--- src/rtl/serial_sub_if.sv ---
// Operand/result bundle for the bit-serial subtractor.
// The requester drives start/a/b; the subtractor returns busy/done/diff/bout.
interface serial_sub_if #(
    parameter int WIDTH = 8
);
    logic             i_start;
    logic [WIDTH-1:0] i_a;
    logic [WIDTH-1:0] i_b;
    logic             o_busy;
    logic             o_done;
    logic [WIDTH-1:0] o_diff;
    logic             o_bout;

    modport master (
        output i_start, i_a, i_b,
        input  o_busy, o_done, o_diff, o_bout
    );

    modport slave (
        input  i_start, i_a, i_b,
        output o_busy, o_done, o_diff, o_bout
    );
endinterface

--- src/rtl/serial_sub.sv ---
// Bit-serial subtractor: one full-subtractor cell with a registered borrow.
// The operands are consumed LSB-first, and the difference is shifted in from the MSB side.
module serial_sub #(
    parameter int WIDTH = 8
) (
    input  logic         clk,
    input  logic         rst,
    serial_sub_if.slave  bus
);
    localparam int CW = $clog2(WIDTH) + 1;

    typedef enum logic [1:0] {
        S_IDLE  = 2'd0,
        S_SHIFT = 2'd1,
        S_DONE  = 2'd2
    } state_t;

    state_t           r_state;
    logic [WIDTH-1:0] r_a;
    logic [WIDTH-1:0] r_b;
    logic [WIDTH-1:0] r_diff;
    logic [CW-1:0]    r_cnt;
    logic             r_borrow;
    logic             r_busy;
    logic             r_done;
    logic             r_bout;

    logic             w_d;
    logic             w_bnew;
    logic             w_last;
    logic [WIDTH-1:0] w_diff_nxt;

    assign w_d    = r_a[0] ^ r_b[0] ^ r_borrow;
    assign w_bnew = (~r_a[0] & r_b[0]) | (~(r_a[0] ^ r_b[0]) & r_borrow);
    assign w_last = (r_cnt == CW'(WIDTH - 1));

    // The result register doubles as the output, so the new bit enters at the MSB.
    always_comb begin
        w_diff_nxt            = r_diff >> 1;
        w_diff_nxt[WIDTH-1]   = w_d;
    end

    always_ff @(posedge clk) begin
        if (rst) begin
            r_state  <= S_IDLE;
            r_a      <= '0;
            r_b      <= '0;
            r_diff   <= '0;
            r_cnt    <= '0;
            r_borrow <= 1'b0;
            r_busy   <= 1'b0;
            r_done   <= 1'b0;
            r_bout   <= 1'b0;
        end else begin
            case (r_state)
                S_IDLE: begin
                    if (bus.i_start) begin
                        r_a      <= bus.i_a;
                        r_b      <= bus.i_b;
                        r_borrow <= 1'b0;
                        r_cnt    <= '0;
                        r_busy   <= 1'b1;
                        r_state  <= S_SHIFT;
                    end
                end
                S_SHIFT: begin
                    r_diff   <= w_diff_nxt;
                    r_a      <= r_a >> 1;
                    r_b      <= r_b >> 1;
                    r_borrow <= w_bnew;
                    r_cnt    <= r_cnt + CW'(1);
                    if (w_last) begin
                        r_bout  <= w_bnew;
                        r_done  <= 1'b1;
                        r_state <= S_DONE;
                    end
                end
                S_DONE: begin
                    r_done  <= 1'b0;
                    r_busy  <= 1'b0;
                    r_state <= S_IDLE;
                end
                default: begin
                    r_done  <= 1'b0;
                    r_busy  <= 1'b0;
                    r_state <= S_IDLE;
                end
            endcase
        end
    end

    assign bus.o_busy = r_busy;
    assign bus.o_done = r_done;
    assign bus.o_diff = r_diff;
    assign bus.o_bout = r_bout;
endmodule
--- src/flat_wrapper.sv ---
// flat-port wrapper written by rule: the top's interface ports become plain ports
module serial_sub_flat 
#(
    parameter int WIDTH = 8
)
  (clk, rst, bus_i_start, bus_i_a, bus_i_b, bus_o_busy, bus_o_done, bus_o_diff, bus_o_bout);
  serial_sub_if #(.WIDTH(WIDTH)) bus_i ();
  input  logic clk;
  input  logic rst;
  input wire logic [$bits(bus_i.i_start)-1:0] bus_i_start;
  input wire logic [$bits(bus_i.i_a)-1:0] bus_i_a;
  input wire logic [$bits(bus_i.i_b)-1:0] bus_i_b;
  output wire logic [$bits(bus_i.o_busy)-1:0] bus_o_busy;
  output wire logic [$bits(bus_i.o_done)-1:0] bus_o_done;
  output wire logic [$bits(bus_i.o_diff)-1:0] bus_o_diff;
  output wire logic [$bits(bus_i.o_bout)-1:0] bus_o_bout;
  assign bus_i.i_start = bus_i_start;
  assign bus_i.i_a = bus_i_a;
  assign bus_i.i_b = bus_i_b;
  assign bus_o_busy = bus_i.o_busy;
  assign bus_o_done = bus_i.o_done;
  assign bus_o_diff = bus_i.o_diff;
  assign bus_o_bout = bus_i.o_bout;
  serial_sub #(.WIDTH(WIDTH)) u_core (.clk(clk), .rst(rst), .bus(bus_i));
endmodule
--- config.mk ---
export PLATFORM = sky130hd
export DESIGN_NAME = serial_sub_flat
export DESIGN_NICKNAME = d
export VERILOG_FILES = /design/src/rtl/serial_sub_if.sv /design/src/rtl/serial_sub.sv /design/src/flat_wrapper.sv
export SDC_FILE = /design/constraint.sdc
export NUM_CORES = 1
export LEC_CHECK = 0
export ABC_AREA = 1
export ABC_CLOCK_PERIOD_IN_PS = 1200
export BUFFER_PORTS_ARGS = -buffer_cell sky130_fd_sc_hd__buf_2
export CAP_MARGIN = 0
export CORE_MARGIN = 8
export CORE_UTILIZATION = 40
export CTS_BUF_LIST = sky130_fd_sc_hd__clkbuf_2 sky130_fd_sc_hd__clkbuf_4 sky130_fd_sc_hd__clkbuf_8
export DETAILED_ROUTE_END_ITERATION = 7
export HOLD_SLACK_MARGIN = 0.08
export PLACE_DENSITY = 0.74
export SYNTH_ARGS = -nofsm -noshare
export SYNTH_HDL_FRONTEND = slang
export SYNTH_SLANG_ARGS = --single-unit
export TNS_END_PERCENT = 1
--- constraint.sdc ---
create_clock -name clk -period 1.2 [get_ports clk]
set_input_delay 0 -clock clk [delete_from_list [all_inputs] [get_ports clk]]
set_output_delay 0 -clock clk [all_outputs]
set_load 0.02 [all_outputs]
; ---- After elaboration in Yosys (flattened, before gate mapping)
; Index checks and enable logic that the tools add are counted.
[totals]
ff_bits = 34
latch_bits = 0
ram_bits = 0
mem_bits_ro = 0
input_bits = 19
out_inout_bits = 11
wordCells = 45
mem_count = 0
[classes]
n_addsub = 1
n_mul = 0
div = 0
order_cmp = 0
eq_ne = 4
n_shift = 0
muxes = 15
bitwise = 9
n_reduce_logical = 7
[ops]
columns = operator, n
row1 = $pmux W8 S2, 2
row2 = $mux W8, 2
row3 = $reduce_and A2 Y1, 5
row4 = $pmux W4 S2, 1
row5 = $pmux W1 S2, 3
row6 = $add A4 B1 Y4 const B, 1
row7 = $eq A4 B3 Y1 const B, 1
row8 = $mux W2, 2
row9 = $mux W4, 1
row10 = $not A1 Y1, 4
row11 = $pmux W2 S2, 1
row12 = $mux W1, 3
row13 = $and A1 B1 Y1, 2
row14 = $eq A2 B1 Y1 const B, 1
row15 = $logic_not A2 Y1, 1
row16 = $ne A2 B1 Y1 const B, 1
row17 = $ne A2 B2 Y1 const B, 1
row18 = $reduce_bool A2 Y1, 1
row19 = $xor A1 B1 Y1, 2
row20 = $or A1 B1 Y1, 1

; ---- Longest topological paths before layout
; Gate-level depths: netlist of the first run.
[logic_depth]
word_depth = 5
ltp_mapped = 7
depth_no_buf = 6

; ---- Worst setup path after synthesis of the first run
; No wires, ideal clock.
[synth_path]
kind = register to register
startpoint = register u_core.r_b[0]
endpoint = register u_core.r_diff[7], in the netlist u_core.bus.o_diff[7]
setup_ns = 0.116
t_arrival_ns = 1.000
required_time_ns = 1.084
path_slack_ns = 0.084
stages_incl_launch_ff = 5
path_buffers = 0
period_less_slack_ns = 1.116
path_cell_list = dfxtp_1 > inv_1 > fa_1 > o21ai_0 > nor2_1
[synth_between]
elab_chain_cells = 2
[synth_rtl]
columns = element, line_no
row1 = from (decl), serial_sub.sv:20  ; logic [WIDTH-1:0] r_b;
row2 = from (signal assigned), serial_sub.sv:59  ; r_b <= bus.i_b;
row3 = from (signal assigned), serial_sub.sv:69  ; r_b <= r_b >> 1;
row4 = $xor A1 B1 Y1 (2 in a row), serial_sub.sv:33  ; assign w_d = r_a[0] ^ r_b[0] ^ r_borrow;
row5 = named net u_core.w_d, serial_sub.sv:28  ; logic w_d;
row6 = to (signal assigned), serial_sub.sv:67  ; r_diff <= w_diff_nxt;
row7 = to (decl), serial_sub.sv:21  ; logic [WIDTH-1:0] r_diff;
; The timed path passes the listed nets, and every way through them passes these cells.
; A chain may end at the register's enable or synchronous reset.

; ---- Final worst setup path of the first run
; Same ends and word-level chain as after synthesis.

==> impl_results.md, run 1 <==
- Status: finished, final reports clean
- Nature of the critical path startpoint: register
- Vias in the first global route: 1499
- # diodes: 0
- Post-Place Setup Slack: 26.9 ps
- Critical path type: register to register
- Met2 wire len: 1760 µm
- Post-synth top area share: 0.458
- Share of cells above drive strength 1: 0.210
- Yosys cell types: 17
- Mean Syn Cell Area: 6.91 µm²
- M1 WL: 1740 µm
- # DRC: 0
- Clock buffer depth: 2
- Core ar.: 3610 µm²
- WL/cell: 11.7 µm
- TritonRoute pass-1 iters: 4
- Fill cell count: 343
- Synth Area in Compound Gates: 0.0666
- RSZ-0062 raised after global routing: yes
- CTS tree: yes
- Layout area overhead: 36.5%
- Largest net degree at the start of global routing: 21
- Post-route ant nets: 0
- Most common cell in the synthesized netlist: nand2_1
- XOR/XNOR share of the synthesized area: 0
- Setup Skew: 1.11 ps
- Clock slew at reported path FFs: 70 ps
- Top FF cell, synth: dfxtp_1
- Syn nets: 236
- Die width: 76.9 µm
- Routed WL: 3740 µm
- Max Used Layer: met4
- Worst skew pair latency: 280 ps
- Pwr dens: 1360 nW/µm²
- Tightest Pin Transition: 212 ps
- GRT Total Usage: 0.131
- Finish-stage setup viols: 0
- Period minus WS final: 1150 ps
- Simple-gate share of the synthesized area: 0.356
- Gr ovfl total: 0
- Max rail drop VDD: 0.955 mV
- Max-slew headroom: 0.858
- Leakage: 0.974 nW
- 1st-iter DRT viols: 91
- Critical path data arrival time: 1330 ps
- TNS Setup: 0 ps
- DIE HEIGHT: 76.9 µm
- H-tree lvl count: 2
- Fin crit share: 0.956
- Max Cap Viol: 0
- Total CTS buffers: 5
- Synth async-reset ratio: 0
- Fmax achieved: 872 MHz
- Post-synth top area cell: dfxtp_1
- Final Hold Fails: 0
- Met3 wire length: 182 µm
- Post-DP HPWL: 2590 µm
- Post-synthesis cell area: 1490 µm²
- Largest cells by area after synthesis: dfxtp_1, nand2_1, nor2_1, nand3_1, inv_1
- Initial antenna violation count: 0
- Sink Count: 34
- Mux contribution to synthesized area: 0
- Via count: 1486
- Initial Utilization: 0.412
- Port bufs: 29
- Critical Path RT: 1380 ps
- Root buffer selected by CTS: clkbuf_8
- # IOs: 30
- Top cells by count, synth: nand2_1, nor2_1, dfxtp_1, nand3_1, inv_1
- Total die area: 5920 µm²
- Post-Syn Instances: 215
- Routed vias/inst: 4.66
- Slew Limit Fails: 0
- Synth Register Bits: 34
- GPL Wtd Cong: 0.769
- Hold crit path type: input pin to register
- Worst setup margin: 52.8 ps
- Syn. warnings: 0
- Final nets: 291
- CP Max Fanout: 2
- First-pass GRT wire length: 6380 µm
- Postcts setup bufs: 0
- Crit. End Element: register
- Largest family of logic cells by synthesized area: simple AND/OR/NAND/NOR gates
- Adder-cell share of the synthesized area: 0.0219
- EDFF count, synth: 0
- Sequential share of the synthesized area: 0.458
- Num rows: 22
-- state kept, by name, summed over array words and instances, names as in the netlist --
name / flops
u_core.r_a: 8
u_core.bus.o_busy: 1
u_core.bus.o_bout: 1
u_core.bus.o_diff: 8
u_core.r_state: 2
u_core.bus.o_done: 1
u_core.r_cnt: 4
u_core.r_borrow: 1
u_core.r_b: 8
-- per-stage QoR --
stage	hold WS, ps	cells	area, µm²	utilization	total power [mW]
4_1_cts	151	319	2020	0.560	2.78
6_report	158	319	2030	0.562	2.75
2_1_floorplan	144	215	1490	-	1.57
3_5_place_dp	263	294	1740	0.482	1.75
3_3_place_gp	250	294	1740	0.482	1.74
5_1_grt	208	319	2030	0.562	2.89
-- cells in the final DEF, fill, tap and decap left out --
master,count
nand3_2,1
dlygate4sd3_1,17
o21ai_1,1
o22ai_1,3
inv_2,2
buf_2,29
buf_4,11
nor2_1,43
buf_12,1
nand3_1,32
fa_1,1
nor2_2,2
clkbuf_8,8
dfxtp_1,34
ha_1,1
buf_6,1
a21oi_1,4
nand2_1,47
inv_1,20
nand2_2,2
o21ai_0,11
-- area by class of cell --
type	instances	area [µm²]	share of cell area
Inverter	22	82.6	0.0407
Multi-Input combinational cell	148	664	0.328
Timing Repair Buffer	59	429	0.212
Clock buffer	8	110	0.0543
Sequential cell	34	681	0.336
Tap cell	48	60.1	0.0296
-- worst max-delay path: stages, from the launching register on --
cell     delay, ps
dfxtp_1        340
inv_1           60
fa_1           470
o21ai_1        130
nor2_1          50
-- where the power goes --
group	switching, mW	internal (mW)
Combinational	0.286	0.225
Sequential	0.0477	1.21
Clock	0.405	0.579
-- final timing paths --
kind / startpoint / end / slack (ps) / cells after the start
max: u_core.r_b[0] / u_core.bus.o_diff[7] / 50 / 4
min reg2reg: u_core.bus.o_busy / u_core.bus.o_busy / 470 / 2
max reg2reg: u_core.r_b[0] / u_core.bus.o_diff[7] / 50 / 4
min: bus_i_start / u_core.r_a[5] / 160 / 5
-- cell families after synthesis --
logic type                 Yosys count
AOI/OAI and AO/OA                   19
adders and majority gates            2
buffers and inverters               33
DFF                                 34
and+or+nand+nor                    127
-- metal layers --
layer  vias up  track usage
li1        783            -
met1       668        0.136
met2        30        0.231
met3         5       0.0455
met4         0       0.0577
met5         -            0
-- timing repair --
item	in CTS	in global routing
endpoints found under the setup margin	1	10
hold buffers	17	0
gates resized for setup	1	4
pin swaps	0	1
endpoints found under the hold margin	18	0
Note: power is estimated with default switching activity, not from simulation.
==> inputs of run 2 (changes only) <==
--- a/config.mk
+++ b/config.mk
@@ -13,6 +13,7 @@
 export CORE_UTILIZATION = 40
 export CTS_BUF_LIST = sky130_fd_sc_hd__clkbuf_2 sky130_fd_sc_hd__clkbuf_4 sky130_fd_sc_hd__clkbuf_8
 export DETAILED_ROUTE_END_ITERATION = 7
+export GPL_TIMING_DRIVEN = 0
 export HOLD_SLACK_MARGIN = 0.08
 export PLACE_DENSITY = 0.74
 export SYNTH_ARGS = -nofsm -noshare
==> run 2 against run 1 <==
  * Cell area is 1.7% lower
  * Utilization fell by 0.94 points
  * Critical endpoint is now u_core.bus.o_bout
  * Routed wire length is 0.96% higher
  * Cell count shrank 1.3%
  * Sequential share of layout area increased by 0.88 points
  * Total power down 6.4%
  * Worst setup slack got worse by 18 ps
  * First-iteration DRC count is 16% lower
  * Sequential power barely moved
==> impl_results.md, run 2 (synthesis gave the netlist of run 1 again) <==
- Hold crit path type: input pin to register
- First-pass GRT wire length: 6510 µm
- Hold depth: 5
- Slew Limit Fails: 0
- Port bufs: 27
- Min-Delay Endpoint: u_core.r_b[1]
- Via count: 1481
- Post-Place Setup Slack: -110 ps
- Clock Power Share: 0.314
- Worst R2R Setup Slack: 30 ps
- GPL Wtd Cong: 0.776
- Max-slew headroom: 0.690
- Sw Share: 0.276
- Final Hold Fails: 0
- Final instance area: 1990 µm²
- Crit. End Element: register
- Share of cells above drive strength 1: 0.213
- Placed instance area: 1680 µm²
- Critical path type: register to register
- Max rail drop VDD: 0.828 mV
- FF-to-FF path depth: 6
- # DRC: 0
- Worst skew pair latency: 280 ps
- Gr ovfl total: 0
- WL/cell: 12.0 µm
- H-tree lvl count: 2
- Critical Path RT: 1380 ps
- Post-route ant nets: 0
- GRT Total Usage: 0.132
- Share of power burned in registers: 0.491
- Leakage: 0.948 nW
- Setup Skew: 3.48 ps
- DIE HEIGHT: 76.9 µm
- # IOs: 30
- 1st-iter DRT viols: 76
- Routed WL: 3780 µm
- Num rows: 22
- Fmax achieved: 858 MHz
- Most common cell after layout, fill and taps aside: nand2_1
- TritonRoute pass-1 iters: 4
- Critical path data arrival time: 1340 ps
- Fin crit share: 0.971
- Layout area overhead: 34.2%
- Vias in the first global route: 1466
- Period minus WS final: 1170 ps
- Max Cap Viol: 0
- Die width: 76.9 µm
- Routed vias/inst: 4.70
- Clock buffer depth: 2
- Largest net degree at the start of global routing: 11
- Post-DP HPWL: 2390 µm
- Comb power frac: 0.195
- Sink Count: 34
- Initial Utilization: 0.412
- Tightest Pin Transition: 465 ps
- Postcts setup bufs: 0
- Worst setup margin: 34.7 ps
- RR Startpoint: u_core.r_state[0]
- Commonest cells after routing, fill and taps aside: nand2_1, nor2_1, buf_2
- # diodes: 0
- CP Max Fanout: 10
- Clock slew at reported path FFs: 60 ps
- Pwr dens: 1290 nW/µm²
- Initial antenna violation count: 0
- Status: finished, final reports clean
- Hold path start: bus_i_start
- RSZ-0062 raised after global routing: yes
- Int Pwr: 1.87 mW
- NetSw: 711 µW
- Core ar.: 3610 µm²
- Finish-stage setup viols: 0
- Final nets: 288
- CTS tree: yes
- Total die area: 5920 µm²
- Total CTS buffers: 5
- Capturing point of the worst reg2reg path: u_core.bus.o_bout
- Nature of the critical path startpoint: register
- Root buffer selected by CTS: clkbuf_8
-- run 2: worst max-delay path by stage --
stage | to | from | slack [ps]
2_1_floorplan | u_core.bus.o_diff[7] | u_core.r_b[0] | 80
3_3_place_gp | u_core.r_b[0] | u_core.r_state[1] | -100
3_5_place_dp | u_core.r_b[3] | u_core.r_state[1] | -110
4_1_cts | u_core.bus.o_diff[7] | u_core.r_b[0] | 3
5_1_grt | u_core.r_b[3] | u_core.r_state[1] | -40
6_report | u_core.bus.o_bout | u_core.r_state[0] | 30
-- run 2: per-stage QoR --
step                       util  hold slack, ps  TNS, ps  total power [mW]  cells
after floorplan               -             144        0              1.57    215
after global placement    0.466             245    -1250              1.70    290
after detailed placement  0.466             257    -1360              1.71    290
after CTS                 0.540             188        0              2.56    314
after global routing      0.553             208     -205              2.70    315
final                     0.553             196        0              2.58    315
-- run 2: final cells by class --
type / count / area [µm²]
Buffer: 11 / 77.6
Clock buffer: 7 / 83.8
Fill cell: 353 / 1610
Inverter: 22 / 85.1
Multi-Input combinational cell: 148 / 689
Sequential cell: 34 / 687
Tap cell: 48 / 60.1
Timing Repair Buffer: 45 / 310
-- run 2: critical path, stage by stage (launching register included) --
cell and delay [ps]:
dfxtp_4 380, inv_1 70, nor2_2 150, clkbuf_4 240
nand3_1 100, nand2_1 80, nor2_1 40
-- run 2: layer usage --
metal	track usage	wire, µm	vias to the layer above
li1	-	-	775
met2	0.223	1720	39
met1	0.151	1760	660
met3	0.0478	246	7
met4	0.0404	48	0
met5	0	0	-
-- run 2: power groups by stage --
stage | clock, mW | combinational (mW) | sequential (mW)
finish | 0.810 | 0.502 | 1.26
global route | 0.858 | 0.567 | 1.27
CTS | 0.826 | 0.475 | 1.26
detailed placement | 0 | 0.426 | 1.28
global placement | 0 | 0.420 | 1.28
floorplan | 0 | 0.257 | 1.32
-- run 2: timing repair --
| item | in CTS | in global routing |
|---|---|---|
| pin swaps | 0 | 3 |
| hold buffers | 17 | 0 |
| setup endpoints to repair | 17 | 30 |
| endpoints found under the hold margin | 18 | 0 |
| resized for setup | 5 | 17 |
| cloned | 0 | 1 |
